`src/rtl/spi_pkg.sv`:
```
// Shared constants for the byte-wide SPI master: FSM encoding, SPI modes, defaults.
package spi_pkg;

  localparam logic [1:0] ST_IDLE  = 2'd0;
  localparam logic [1:0] ST_SETUP = 2'd1;
  localparam logic [1:0] ST_SHIFT = 2'd2;
  localparam logic [1:0] ST_HOLD  = 2'd3;

  // SPI modes encoded as {cpol, cpha}
  localparam logic [1:0] MODE0 = 2'b00;
  localparam logic [1:0] MODE1 = 2'b01;
  localparam logic [1:0] MODE2 = 2'b10;
  localparam logic [1:0] MODE3 = 2'b11;

  localparam int CLK_DIV_DEF = 4;
  localparam int DATA_W_DEF  = 8;

endpackage

```
`src/rtl/spi_master_ctrl_if.sv`:
```
// Host handshake plus SPI pins of the master, bundled for the top-level port.
interface spi_master_ctrl_if #(parameter int DATA_W = 8);

  logic              start;
  logic              cpol;
  logic              cpha;
  logic [DATA_W-1:0] data_in;
  logic [DATA_W-1:0] data_out;
  logic              busy;
  logic              done;
  logic              ss_n;
  logic              sclk;
  logic              mosi;
  logic              miso;

  modport master (
    input  start, cpol, cpha, data_in, miso,
    output data_out, busy, done, ss_n, sclk, mosi
  );

  modport slave (
    output start, cpol, cpha, data_in, miso,
    input  data_out, busy, done, ss_n, sclk, mosi
  );

endinterface

```
`src/rtl/spi_sclk_gen.sv`:
```
// sclk divider and edge counter. While run is low sclk is parked at level and
// the counters sit at zero, so every transfer starts from a clean phase.
module spi_sclk_gen #(
  parameter int CLK_DIV = 4,
  parameter int DATA_W  = 8
) (
  input  logic clk,
  input  logic rst,
  input  logic run,
  input  logic level,
  output logic sclk,
  output logic lead_edge,
  output logic trail_edge,
  output logic last_edge
);

  localparam int EDGES  = 2 * DATA_W;
  localparam int DIV_W  = $clog2(CLK_DIV);
  localparam int EDGE_W = $clog2(EDGES + 1);

  logic [DIV_W-1:0]  div_cnt;
  logic [EDGE_W-1:0] edge_cnt;
  logic              tc;

  // edge_cnt holds edges already produced, so an even count means the next one is leading
  assign tc         = run && (div_cnt == DIV_W'(CLK_DIV - 1));
  assign lead_edge  = tc && !edge_cnt[0];
  assign trail_edge = tc && edge_cnt[0];
  assign last_edge  = tc && (edge_cnt == EDGE_W'(EDGES - 1));

  // divider, edge counter and the registered sclk level
  always_ff @(posedge clk) begin
    if (!rst) begin
      div_cnt  <= '0;
      edge_cnt <= '0;
      sclk     <= 1'b0;
    end else if (!run) begin
      div_cnt  <= '0;
      edge_cnt <= '0;
      sclk     <= level;
    end else if (tc) begin
      div_cnt  <= '0;
      edge_cnt <= edge_cnt + EDGE_W'(1);
      sclk     <= ~sclk;
    end else begin
      div_cnt  <= div_cnt + DIV_W'(1);
    end
  end

endmodule

```
`src/rtl/spi_master_ctrl.sv`:
```
// Byte-wide SPI master: one full-duplex MSB-first transfer per accepted start.
//
//   state    | meaning
//   ---------+-------------------------------------------------------------
//   ST_IDLE  | ss_n high, sclk tracks live cpol, waiting for start
//   ST_SETUP | ss_n low for CLK_DIV cycles before the first sclk edge
//   ST_SHIFT | 16 sclk edges, sample/drive on leading/trailing per cpha
//   ST_HOLD  | ss_n low for CLK_DIV cycles, then done pulse and release
module spi_master_ctrl
  import spi_pkg::*;
#(
  parameter int CLK_DIV = CLK_DIV_DEF,
  parameter int DATA_W  = DATA_W_DEF
) (
  input logic               clk,
  input logic               rst,
  spi_master_ctrl_if.master bus
);

  localparam int DIV_W = $clog2(CLK_DIV);

  logic [1:0]        state;
  logic [DIV_W-1:0]  phase_cnt;
  logic [DATA_W-1:0] tx_sh;
  logic [DATA_W-1:0] rx_sh;
  logic [1:0]        cfg_mode;
  logic              ss_n_q;
  logic              mosi_q;
  logic              busy_q;
  logic              done_q;
  logic [DATA_W-1:0] data_out_q;

  logic sclk_run;
  logic sclk_level;
  logic lead_edge;
  logic trail_edge;
  logic last_edge;
  logic sample_now;
  logic drive_now;
  logic phase_tc;

  // In IDLE sclk follows the live cpol pin; once a transfer owns the bus it uses the latched one.
  assign sclk_run   = (state == ST_SHIFT);
  assign sclk_level = (state == ST_IDLE) ? bus.cpol : cfg_mode[1];
  assign phase_tc   = (phase_cnt == DIV_W'(CLK_DIV - 1));

  // cpha=0 samples on leading edges and shifts on trailing ones; cpha=1 is the reverse.
  // The MSB for cpha=0 goes out at start, so the final trailing edge has nothing left to drive.
  assign sample_now = ((cfg_mode == MODE0) || (cfg_mode == MODE2)) ? lead_edge : trail_edge;
  assign drive_now  = ((cfg_mode == MODE1) || (cfg_mode == MODE3)) ? lead_edge
                                                                   : (trail_edge && !last_edge);

  spi_sclk_gen #(
    .CLK_DIV (CLK_DIV),
    .DATA_W  (DATA_W)
  ) u_sclk_gen (
    .clk        (clk),
    .rst        (rst),
    .run        (sclk_run),
    .level      (sclk_level),
    .sclk       (bus.sclk),
    .lead_edge  (lead_edge),
    .trail_edge (trail_edge),
    .last_edge  (last_edge)
  );

  assign bus.ss_n     = ss_n_q;
  assign bus.mosi     = mosi_q;
  assign bus.busy     = busy_q;
  assign bus.done     = done_q;
  assign bus.data_out = data_out_q;

  // transfer sequencing, shift registers and all registered host/pin outputs
  always_ff @(posedge clk) begin
    if (!rst) begin
      state      <= ST_IDLE;
      phase_cnt  <= '0;
      tx_sh      <= '0;
      rx_sh      <= '0;
      cfg_mode   <= MODE0;
      ss_n_q     <= 1'b1;
      mosi_q     <= 1'b0;
      busy_q     <= 1'b0;
      done_q     <= 1'b0;
      data_out_q <= '0;
    end else begin
      case (state)
        ST_IDLE: begin
          done_q <= 1'b0;
          ss_n_q <= 1'b1;
          // the done cycle is already IDLE, so a start there must be ignored explicitly
          if (bus.start && !done_q) begin
            cfg_mode  <= {bus.cpol, bus.cpha};
            rx_sh     <= '0;
            ss_n_q    <= 1'b0;
            busy_q    <= 1'b1;
            phase_cnt <= '0;
            state     <= ST_SETUP;
            if (bus.cpha) begin
              tx_sh <= bus.data_in;
            end else begin
              tx_sh  <= {bus.data_in[DATA_W-2:0], 1'b0};
              mosi_q <= bus.data_in[DATA_W-1];
            end
          end
        end
        ST_SETUP: begin
          if (phase_tc) begin
            phase_cnt <= '0;
            state     <= ST_SHIFT;
          end else begin
            phase_cnt <= phase_cnt + DIV_W'(1);
          end
        end
        ST_SHIFT: begin
          if (sample_now) begin
            rx_sh <= {rx_sh[DATA_W-2:0], bus.miso};
          end
          if (drive_now) begin
            mosi_q <= tx_sh[DATA_W-1];
            tx_sh  <= {tx_sh[DATA_W-2:0], 1'b0};
          end
          if (last_edge) begin
            phase_cnt <= '0;
            state     <= ST_HOLD;
          end
        end
        ST_HOLD: begin
          if (phase_tc) begin
            phase_cnt  <= '0;
            ss_n_q     <= 1'b1;
            busy_q     <= 1'b0;
            done_q     <= 1'b1;
            data_out_q <= rx_sh;
            mosi_q     <= 1'b0;
            state      <= ST_IDLE;
          end else begin
            phase_cnt <= phase_cnt + DIV_W'(1);
          end
        end
        default: state <= ST_IDLE;
      endcase
    end
  end

endmodule
```
`src/flat_wrapper.sv`:
```
// flat-port wrapper written by rule: the top's interface ports become plain ports
module spi_master_ctrl_flat import spi_pkg::*;
#(
  parameter int CLK_DIV = CLK_DIV_DEF,
  parameter int DATA_W  = DATA_W_DEF
)
  (clk, rst, bus_start, bus_cpol, bus_cpha, bus_data_in, bus_miso, bus_data_out, bus_busy, bus_done, bus_ss_n, bus_sclk, bus_mosi);
  spi_master_ctrl_if #(.DATA_W(DATA_W)) bus_i ();
  input logic clk;
  input logic rst;
  input wire logic [$bits(bus_i.start)-1:0] bus_start;
  input wire logic [$bits(bus_i.cpol)-1:0] bus_cpol;
  input wire logic [$bits(bus_i.cpha)-1:0] bus_cpha;
  input wire logic [$bits(bus_i.data_in)-1:0] bus_data_in;
  input wire logic [$bits(bus_i.miso)-1:0] bus_miso;
  output wire logic [$bits(bus_i.data_out)-1:0] bus_data_out;
  output wire logic [$bits(bus_i.busy)-1:0] bus_busy;
  output wire logic [$bits(bus_i.done)-1:0] bus_done;
  output wire logic [$bits(bus_i.ss_n)-1:0] bus_ss_n;
  output wire logic [$bits(bus_i.sclk)-1:0] bus_sclk;
  output wire logic [$bits(bus_i.mosi)-1:0] bus_mosi;
  assign bus_i.start = bus_start;
  assign bus_i.cpol = bus_cpol;
  assign bus_i.cpha = bus_cpha;
  assign bus_i.data_in = bus_data_in;
  assign bus_i.miso = bus_miso;
  assign bus_data_out = bus_i.data_out;
  assign bus_busy = bus_i.busy;
  assign bus_done = bus_i.done;
  assign bus_ss_n = bus_i.ss_n;
  assign bus_sclk = bus_i.sclk;
  assign bus_mosi = bus_i.mosi;
  spi_master_ctrl #(.CLK_DIV(CLK_DIV), .DATA_W(DATA_W)) u_core (.clk(clk), .rst(rst), .bus(bus_i));
endmodule
```
`config.mk`:
```
export PLATFORM = sky130hd
export DESIGN_NAME = spi_master_ctrl_flat
export DESIGN_NICKNAME = d
export VERILOG_FILES = /design/src/rtl/spi_pkg.sv /design/src/rtl/spi_master_ctrl_if.sv /design/src/rtl/spi_sclk_gen.sv /design/src/rtl/spi_master_ctrl.sv /design/src/flat_wrapper.sv
export SDC_FILE = /design/constraint.sdc
export NUM_CORES = 1
export LEC_CHECK = 0
export ABC_AREA = 1
export CORE_ASPECT_RATIO = 0.6
export CORE_MARGIN = 3
export CORE_UTILIZATION = 35
export CTS_BUF_LIST = sky130_fd_sc_hd__clkbuf_16
export DETAILED_ROUTE_END_ITERATION = 16
export GPL_ROUTABILITY_DRIVEN = 0
export HOLD_SLACK_MARGIN = 0.15
export PLACE_DENSITY = 0.61
export SYNTH_ARGS = -nofsm -noshare
export SYNTH_HDL_FRONTEND = slang
export SYNTH_HIERARCHICAL = 1
export SYNTH_SLANG_ARGS = --single-unit
export TNS_END_PERCENT = 30
```
`constraint.sdc`:
```
create_clock -name clk -period 1.6 [get_ports clk]
set_input_delay 0.32 -clock clk [delete_from_list [all_inputs] [get_ports clk]]
set_output_delay 0.32 -clock clk [all_outputs]
set_load 0.01 [all_outputs]
```
After elaboration in Yosys (flattened, before gate mapping)
Index checks and enable logic that the tools add are counted.
{"block": "word_totals", "ff_bits": 42, "latch_bits": 0, "mem_bits_rw": 0, "romBits": 0, "in_bits": 14, "output_inout_bits": 13, "word_cells": 96, "mem_count": 0}
{"block": "classes", "addsub": 3, "n_mul": 0, "div": 0, "n_lt_le_gt_ge": 0, "n_eq_ne": 17, "shift": 0, "muxes": 32, "bitwise_logic": 3, "reduce_logical": 28}
{"operator": "$mux W8", "n": 5}
{"operator": "$pmux W8 S2", "n": 2}
{"operator": "$mux W2", "n": 7}
{"operator": "$eq A2 B2 Y1 const B", "n": 6}
{"operator": "$mux W1", "n": 12}
{"operator": "$ne A2 B1 Y1 const B", "n": 6}
{"operator": "$reduce_and A2 Y1", "n": 5}
{"operator": "$reduce_and A3 Y1", "n": 3}
{"operator": "$pmux W2 S4", "n": 1}
{"operator": "$logic_and A1 B1 Y1", "n": 6}
{"operator": "$pmux W1 S2", "n": 3}
{"operator": "$pmux W2 S3", "n": 1}
{"operator": "$add A5 B1 Y5 const B", "n": 1}
{"operator": "$eq A5 B4 Y1 const B", "n": 1}
{"operator": "$reduce_and A5 Y1", "n": 1}
{"operator": "$add A2 B1 Y2 const B", "n": 2}
{"operator": "$eq A2 B1 Y1 const B", "n": 2}
{"operator": "$logic_not A2 Y1", "n": 2}
{"operator": "$ne A2 B2 Y1 const B", "n": 2}
{"operator": "$reduce_and A4 Y1", "n": 1}
{"operator": "$reduce_bool A2 Y1", "n": 2}
{"operator": "$logic_not A1 Y1", "n": 3}
{"operator": "$not A1 Y1", "n": 3}
{"operator": "$pmux W1 S3", "n": 1}
{"operator": "other kinds (4)", "n": 5}

Logic depth before layout (Yosys ltp)
Gate-level depths: netlist of the first run.
{"block": "depth", "depth_word": 8, "ltp_mapped": 13, "depth_no_buf": 12}

Hierarchy
The synthesis of the first run kept the hierarchy.
{"module": "spi_master_ctrl", "instances": 1, "cells_per_inst": 257, "area_each_um2": 1762.9, "seq_area_each_um2": 680.7}
{"module": "spi_sclk_gen", "instances": 1, "cells_per_inst": 49, "area_each_um2": 395.4, "seq_area_each_um2": 160.2}

Worst setup path before layout of the first run
OpenSTA, ideal clock, no wires.
{"block": "synth_timing", "path_type": "reg-to-reg", "startpoint": "register u_core.state[0]", "endpoint": "register u_core.rx_sh[7]", "setup_time_ns": 0.111, "arrival_ns": 1.569, "t_required_ns": 1.489, "slack_ns": -0.080, "path_stages_with_launch": 11, "n_path_buf": 1, "period_less_slack_ns": 1.680, "path_cell_list": "dfxtp_1 -> inv_1 -> ha_1 -> nand2_4 -> nor2_1 -> nand2_1 -> nand3_2 -> and2_1 -> buf_6 -> nor2_2 -> nor2_2"}
{"block": "synth_via", "elab_chain_cells": 6, "word_cells_on_any_way": 11, "classes_between": "3 x eq/ne; 2 x mux; 6 x reduce/logical"}
{"item": "start, declared", "line_no": "spi_master_ctrl.sv:22", "text": "logic [1:0] state;"}
{"item": "start signal, assigned", "line_no": "spi_master_ctrl.sv:76", "text": "state <= ST_IDLE;"}
{"item": "start signal, assigned", "line_no": "spi_master_ctrl.sv:98", "text": "state <= ST_SETUP;"}
{"item": "start signal, assigned", "line_no": "spi_master_ctrl.sv:110", "text": "state <= ST_SHIFT;"}
{"item": "$eq A2 B2 Y1", "line_no": "spi_master_ctrl.sv:43", "text": "assign sclk_run = (state == ST_SHIFT);"}
{"item": "named net u_core.sclk_run", "line_no": "spi_master_ctrl.sv:33", "text": "logic sclk_run;"}
{"item": "$logic_and A1 B1 Y1", "line_no": "spi_sclk_gen.sv:26", "text": "assign tc = run && (div_cnt == DIV_W'(CLK_DIV - 1));"}
{"item": "$logic_and A1 B1 Y1", "line_no": "spi_sclk_gen.sv:27", "text": "assign lead_edge = tc && !edge_cnt[0];"}
{"item": "named net u_core.lead_edge", "line_no": "spi_master_ctrl.sv:35", "text": "logic lead_edge;"}
{"item": "$mux W1", "line_no": "spi_master_ctrl.sv:49", "text": "assign sample_now = ((cfg_mode == MODE0) || (cfg_mode == MODE2)) ? lead_edge : trail_edge;"}
{"item": "$ne A2 B1 Y1 (no source line)"}
{"item": "$reduce_and A3 Y1 (no source line)"}
{"item": "end signal, assigned", "line_no": "spi_master_ctrl.sv:117", "text": "rx_sh <= {rx_sh[DATA_W-2:0], bus.miso};"}
{"item": "end, declared", "line_no": "spi_master_ctrl.sv:25", "text": "logic [DATA_W-1:0] rx_sh;"}
The timed path passes the listed nets, and every way through them passes these cells.
A chain may end at the register's enable or synchronous reset.

Worst setup path after layout of the first run
{"block": "layout_timing", "startpoint": "register u_core.u_sclk_gen.div_cnt[0]", "endpoint": "register u_core.tx_sh[1]"}
{"block": "layout_via", "word_cells_on_any_way": 10, "classes_between": "2 x eq/ne; 1 x mux; 7 x reduce/logical"}
{"item": "start, declared", "line_no": "spi_sclk_gen.sv:21", "text": "logic [DIV_W-1:0] div_cnt;"}
{"item": "start signal, assigned", "line_no": "spi_sclk_gen.sv:46", "text": "div_cnt <= div_cnt + DIV_W'(1);"}
{"item": "$eq A2 B2 Y1", "line_no": "spi_sclk_gen.sv:26"}
{"item": "$logic_and A1 B1 Y1", "line_no": "spi_sclk_gen.sv:26"}
{"item": "$logic_and A1 B1 Y1", "line_no": "spi_sclk_gen.sv:27"}
{"item": "named net u_core.lead_edge", "line_no": "spi_master_ctrl.sv:35"}
{"item": "$mux W1", "line_no": "spi_master_ctrl.sv:50", "text": "assign drive_now = ((cfg_mode == MODE1) || (cfg_mode == MODE3)) ? lead_edge"}
{"item": "$ne A2 B1 Y1 (no source line)"}
{"item": "$reduce_and A3 Y1 (no source line)"}
{"item": "end signal, assigned", "line_no": "spi_master_ctrl.sv:100", "text": "tx_sh <= bus.data_in;"}
{"item": "end signal, assigned", "line_no": "spi_master_ctrl.sv:102", "text": "tx_sh <= {bus.data_in[DATA_W-2:0], 1'b0};"}
{"item": "end signal, assigned", "line_no": "spi_master_ctrl.sv:121", "text": "tx_sh <= {tx_sh[DATA_W-2:0], 1'b0};"}
{"item": "end, declared", "line_no": "spi_master_ctrl.sv:24", "text": "logic [DATA_W-1:0] tx_sh;"}
The timed path passes the listed nets, and every way through them passes these cells.

==> impl_metrics.env, run 1 <==
export IMPL_grt_pass1_wl_mm=8.42
export IMPL_die_area_sq_um=7180
export IMPL_ir_drop_mv=0.669
export IMPL_area_growth_pct=40.8
export IMPL_cts_num_sinks=42
export IMPL_hold_viol=0
export IMPL_std_cell_rows=21
export IMPL_synth_most_common_cell="nand2_1"
export IMPL_port_buffer_count=26
export IMPL_hold_class="reg -> reg"
export IMPL_worst_pin_slew_ns=0.249
export IMPL_ant_nets=0
export IMPL_synth_edf_count=0
export IMPL_synth_commonest_cells="nand2_1, dfxtp_1, nor2_1"
export IMPL_dp_cells=427
export IMPL_yosysSeqAreaShare=0.390
export IMPL_viasPerCell=4.61
export IMPL_finalNonFillerCells=439
export IMPL_syn_inst=306
export IMPL_synth_top_cell_area_share=0.390
export IMPL_nets=381
export IMPL_max_freq_mhz=630
export IMPL_fin_crit_sh=0.992
export IMPL_yosysTopAreaCell="dfxtp_1"
export IMPL_setup_viol=0
export IMPL_crit_path_start_kind="register"
export IMPL_drtIter0Drc=83
export IMPL_syn_mean_instance_area_sq_um=7.05
export IMPL_outcome="finished clean"
export IMPL_first_pass_iters=4
export IMPL_die_w_microns=107
export IMPL_cts_buffers=5
export IMPL_worst_path_max_fanout=4
export IMPL_post_drt_wl_per_cell_microns=12.3
export IMPL_antenna_found_initial=0
export IMPL_rsz0062_at_grt="yes"
export IMPL_die_y_microns=66.8
export IMPL_ys_ff_latch=42
export IMPL_diodes=0
export IMPL_finalWirelength_mm=5.40
export IMPL_seq_area_sq_um=846
export IMPL_multi_input_area_sq_um=1340
export IMPL_cts_tree="built"
export IMPL_grtUsageTotal=0.153
export IMPL_fin_skew_ns=0.00612
export IMPL_critPathRequiredTime_ns=1.77
export IMPL_vias=2025
export IMPL_n_fill_cell=557
export IMPL_async_flop_share=0
export IMPL_slew_viol_final=0
export IMPL_whs_ns=0.426
export IMPL_start_util=0.375
export IMPL_drive_above_1_share=0.279
export IMPL_grt_ovfl_total=0
export IMPL_cts_root_buf="clkbuf_16"
export IMPL_insertion_delay_ns=0.28
export IMPL_yosys_most_used_dff="dfxtp_1"
export IMPL_grt_start_max_net_pins=24
export IMPL_maxSlewHeadroom=0.833
export IMPL_core_area_sq_um=5750
export IMPL_grt_pass1_vias=1716
export IMPL_clock_path_buffers=2
export IMPL_p_per_area_nw_per_um2=1570
export IMPL_crit_type="reg -> reg"
export IMPL_end_kind="register"
export IMPL_drc=0
export IMPL_synth_fp_nets=328
export IMPL_htreeDepth=2
export IMPL_syn_cell_area_sq_um=2160
export IMPL_yosys_warnings=6
export IMPL_synth_distinct_cells=31
export IMPL_p_leak_nw=1.32
export IMPL_period_minus_slack_ns=1.59
export IMPL_max_cap_violations=0
export IMPL_ys_top_cells_by_area="dfxtp_1, nand2_1, nor2_1"
export IMPL_clkTransAtPathRegs_ns=0.06
export IMPL_dp_hpwl_mm=3.67
export IMPL_cp_arrival_ns=1.76
export IMPL_io_pins=27
-- registers in the layout, summed over array words and instances, names as in the netlist --
register / count
u_core/u_sclk_gen/edge_cnt: 5
u_core/phase_cnt: 2
u_core/bus.done: 1
u_core/u_sclk_gen/div_cnt: 2
u_core/bus.data_out: 8
u_core/bus.busy: 1
u_core/tx_sh: 8
u_core/rx_sh: 8
u_core/cfg_mode: 2
u_core/u_sclk_gen/sclk: 1
u_core/bus.ss_n: 1
u_core/state: 2
u_core/bus.mosi: 1
-- metrics by stage --
stage / power (mW) / utilization / setup TNS, ns / setup slack [ns] / instance area, sq um
detailed placement: 3.31 / 0.461 / -1.70 / -0.127 / 2650
finish: 4.79 / 0.528 / 0 / 0.0121 / 3040
global route: 5.15 / 0.528 / -0.663 / -0.0770 / 3040
global placement: 3.29 / 0.461 / -1.54 / -0.106 / 2650
floorplan: 2.77 / - / 0 / 0.0135 / 2160
CTS: 4.47 / 0.494 / -0.000379 / -0.000379 / 2840
-- worst max-delay path, stage by stage, from the launching register on --
cell	delay, ns
dfxtp_1	0.31
ha_1	0.25
nand2_4	0.14
nor2_1	0.06
buf_4	0.14
a21oi_4	0.16
buf_12	0.15
nand2_4	0.08
a21oi_2	0.13
nor2_1	0.05
-- kinds of logic (layout without fill, tap and decap cells) --
logic type	after synthesis	count (layout)	synth area share
compound gates	40	40	0.105
fa+ha+maj	8	8	0.0464
buf+inv	36	86	0.0765
flops	42	42	0.390
simple gates	180	183	0.383
-- placed cells by master (no fill, tap or decap), types with 2 or more instances in the layout --
cell type        netlist  final
dfxtp_1               42     40
a21oi_4                1      2
buf_4                  2     27
nand2_8                0      2
clkinv_1               1      2
a21oi_2                2     10
nand2_2                1      2
nand2_1               74     71
clkdlybuf4s50_1        0     26
nand3_1               31     27
nor2_1                42     40
clkbuf_16              0      5
o21ai_0               18     18
ha_4                   0      3
nand3_2                1      4
ha_1                   8      4
nand2_4                1      4
inv_1                 20     18
nor2_2                17     18
inv_2                  2      3
or2_2                  7      7
a21oi_1               14      5
o21ai_1                2      2
-- final timing paths --
check	start	to	slack [ns]	depth (start not counted)
max	u_core/u_sclk_gen/div_cnt[0]	u_core/tx_sh[1]	0.01	9
min	u_core/u_sclk_gen/div_cnt[0]	u_core/u_sclk_gen/div_cnt[0]	0.43	1
max reg2reg	u_core/u_sclk_gen/div_cnt[0]	u_core/tx_sh[1]	0.01	9
min reg2reg	u_core/u_sclk_gen/div_cnt[0]	u_core/u_sclk_gen/div_cnt[0]	0.43	1
-- layout make-up --
cell class / instances / area share
Multi-Input combinational cell: 231 / 0.442
Clock buffer: 5 / 0.0412
Clock inverter: 2 / 0.0111
Tap cell: 80 / 0.0329
Inverter: 24 / 0.0309
Timing Repair Buffer: 55 / 0.164
Sequential cell: 42 / 0.278
-- repair_timing --
action | CTS | global route
endpoints found under the hold margin | 0 | 0
buffers inserted | 0 | 2
endpoints found under the setup margin | 17 | 24
pin swaps | 1 | 18
gates resized for setup | 6 | 38
cloned | 1 | 2
hold buffers | 0 | 0
-- layer usage --
layer / wire [microns] / GRT usage / up-vias / share of wire
met5: 0 / 0 / - / 0
met4: 54 / 0.0472 / 0 / 0.010
met3: 303 / 0.0378 / 5 / 0.056
met2: 2150 / 0.201 / 47 / 0.40
met1: 2890 / 0.238 / 882 / 0.54
li1: - / - / 1091 / -
-- power by group --
part	switching [mW]	total (mW)	leakage (nW)	internal [mW]
Combinational	1.24	2.24	0.893	1.00
Sequential	0.160	1.44	0.345	1.28
Clock	0.383	1.10	0.0773	0.721
Total	1.78	4.79	1.32	3.00
Power figures use the tool's default switching activity.
==> run 2, diff against run 1 <==
Settings changed: CORE_MARGIN 3 to 2.
==> impl_metrics.env, run 2 (synthesis results as in run 1) <==
export IMPL_finish_utilization=0.486
export IMPL_finalWirelength_mm=4.76
export IMPL_setup_viol=0
export IMPL_worst_pin_slew_ns=0.310
export IMPL_dpl_cell_area_sq_um=2630
export IMPL_antenna_found_initial=0
export IMPL_worst_path_max_fanout=9
export IMPL_hold_viol=0
export IMPL_timing_rr_start="u_core/u_sclk_gen/edge_cnt[0]"
export IMPL_r2r_end="u_core/tx_sh[2]"
export IMPL_slowest_stage="dfxtp_2"
export IMPL_area_growth_pct=35.7
export IMPL_diodes=0
export IMPL_core_area_sq_um=6030
export IMPL_finalNonFillerCells=433
export IMPL_p_leak_nw=1.23
export IMPL_die_y_microns=64.8
export IMPL_fin_crit_sh=0.972
export IMPL_cts_num_sinks=42
export IMPL_drtIter0Drc=83
export IMPL_crit_type="reg -> reg"
export IMPL_cts_tree="built"
export IMPL_grt_start_max_net_pins=34
export IMPL_layout_common_cells="nand2_1, nor2_1, dfxtp_1"
export IMPL_crit_path_end="u_core/tx_sh[2]"
export IMPL_outcome="finished clean"
export IMPL_critPathRequiredTime_ns=1.78
export IMPL_cts_buffers=5
export IMPL_max_cap_violations=0
export IMPL_dp_cells=424
export IMPL_critPathLaunch="u_core/u_sclk_gen/edge_cnt[0]"
export IMPL_io_pins=27
export IMPL_die_w_microns=105
export IMPL_maxSlewHeadroom=0.793
export IMPL_nets=370
export IMPL_die_area_sq_um=6830
export IMPL_path_common_cell="nor2_1"
export IMPL_slew_viol_final=0
export IMPL_max_freq_mhz=643
export IMPL_start_util=0.358
export IMPL_hold_class="reg -> reg"
export IMPL_reg2reg_depth=11
export IMPL_clkTransAtPathRegs_ns=0.06
export IMPL_dp_hpwl_mm=3.40
export IMPL_vias=1976
export IMPL_port_buffer_count=26
export IMPL_grt_pass1_vias=1675
export IMPL_grt_ovfl_total=0
export IMPL_rsz0062_at_grt="yes"
export IMPL_rrSetupSlack_ns=0.04
export IMPL_first_pass_iters=4
export IMPL_whs_ns=0.427
export IMPL_crit_path_start_kind="register"
export IMPL_final_area_sq_um=2930
export IMPL_period_minus_slack_ns=1.56
export IMPL_critPathMaxStageDelay_ns=0.35
export IMPL_cts_root_buf="clkbuf_16"
export IMPL_crit_chain="ha_4 > nand2_2 > nor2_2 > ha_1 > inv_1 > nor2_1 > inv_2 > nand3_4 > nand2_8 > a21oi_1 > nor2_1"
export IMPL_finalPower_mw=4.49
export IMPL_drive_above_1_share=0.249
export IMPL_p_per_area_nw_per_um2=1530
export IMPL_grtUsageTotal=0.144
export IMPL_end_kind="register"
export IMPL_htreeDepth=2
export IMPL_final_common_cell="nand2_1"
export IMPL_ant_nets=0
export IMPL_fin_skew_ns=0.00361
export IMPL_ir_drop_mv=0.511
export IMPL_viasPerCell=4.56
export IMPL_std_cell_rows=22
export IMPL_insertion_delay_ns=0.28
export IMPL_post_drt_wl_per_cell_microns=11.0
export IMPL_clock_path_buffers=2
export IMPL_drc=0
export IMPL_cp_arrival_ns=1.74
export IMPL_grt_pass1_wl_mm=7.73
==> run 2: stage by stage <==
step                setup TNS [ns]  worst slack [ns]
floorplan                        0            0.0135
global placement            -0.260           -0.0413
detailed placement          -0.653           -0.0820
CTS                              0           0.00162
global route                -0.313           -0.0661
finish                           0            0.0446
==> run 2: power by group <==
group          leakage, nW  total (mW)  switching (mW)  internal, mW
Combinational        0.813        2.08            1.16         0.924
Sequential           0.345        1.44           0.156          1.28
Clock               0.0672       0.974           0.405         0.569
==> run 2: metal layers <==
layer  vias to the layer above  GRT usage  wire (microns)
met5                         -          0               0
met4                         0     0.0533              53
met3                         7     0.0402             198
met2                        29      0.196            1890
met1                       877      0.212            2620
li1                       1063          -               -
==> run 2: what timing repair did <==
item,4_1_cts,5_1_grt
hold buffers,0,0
gates cloned,0,1
buffers inserted,0,0
pin swaps,1,7
setup endpoints to repair,12,21
gates resized for setup,4,31
==> run 2: how the worst min path moves through the flow <==
stage                                       startpoint                      endpoint  slack [ns]  cells past startpoint
after global placement    u_core/u_sclk_gen/div_cnt[0]  u_core/u_sclk_gen/div_cnt[0]        0.41                      1
after CTS                 u_core/u_sclk_gen/div_cnt[0]  u_core/u_sclk_gen/div_cnt[0]        0.43                      1
after floorplan           u_core/u_sclk_gen/div_cnt[0]  u_core/u_sclk_gen/div_cnt[0]        0.40                      1
after global routing      u_core/u_sclk_gen/div_cnt[0]  u_core/u_sclk_gen/div_cnt[0]        0.45                      1
final                     u_core/u_sclk_gen/div_cnt[0]  u_core/u_sclk_gen/div_cnt[0]        0.43                      1
after detailed placement  u_core/u_sclk_gen/div_cnt[0]  u_core/u_sclk_gen/div_cnt[0]        0.42                      1
==> run 2: layout make-up <==
cell class / instances / area [sq um]
fill: 584 / 3100
tap: 84 / 105
sequential: 42 / 843
clock buffer: 5 / 125
timing repair buffer: 46 / 443
multi-input combinational: 229 / 1310
inverter: 24 / 91.3
clock inverter: 3 / 16.3
==> run 2: critical path, delay by kind of cell (launching register included) <==
family | cells | cell delay (ns)
adders and majority gates | 2 | 0.28
DFF | 1 | 0.35
and+or+nand+nor | 6 | 0.55
buffers and inverters | 2 | 0.11
AOI/OAI and AO/OA | 1 | 0.17
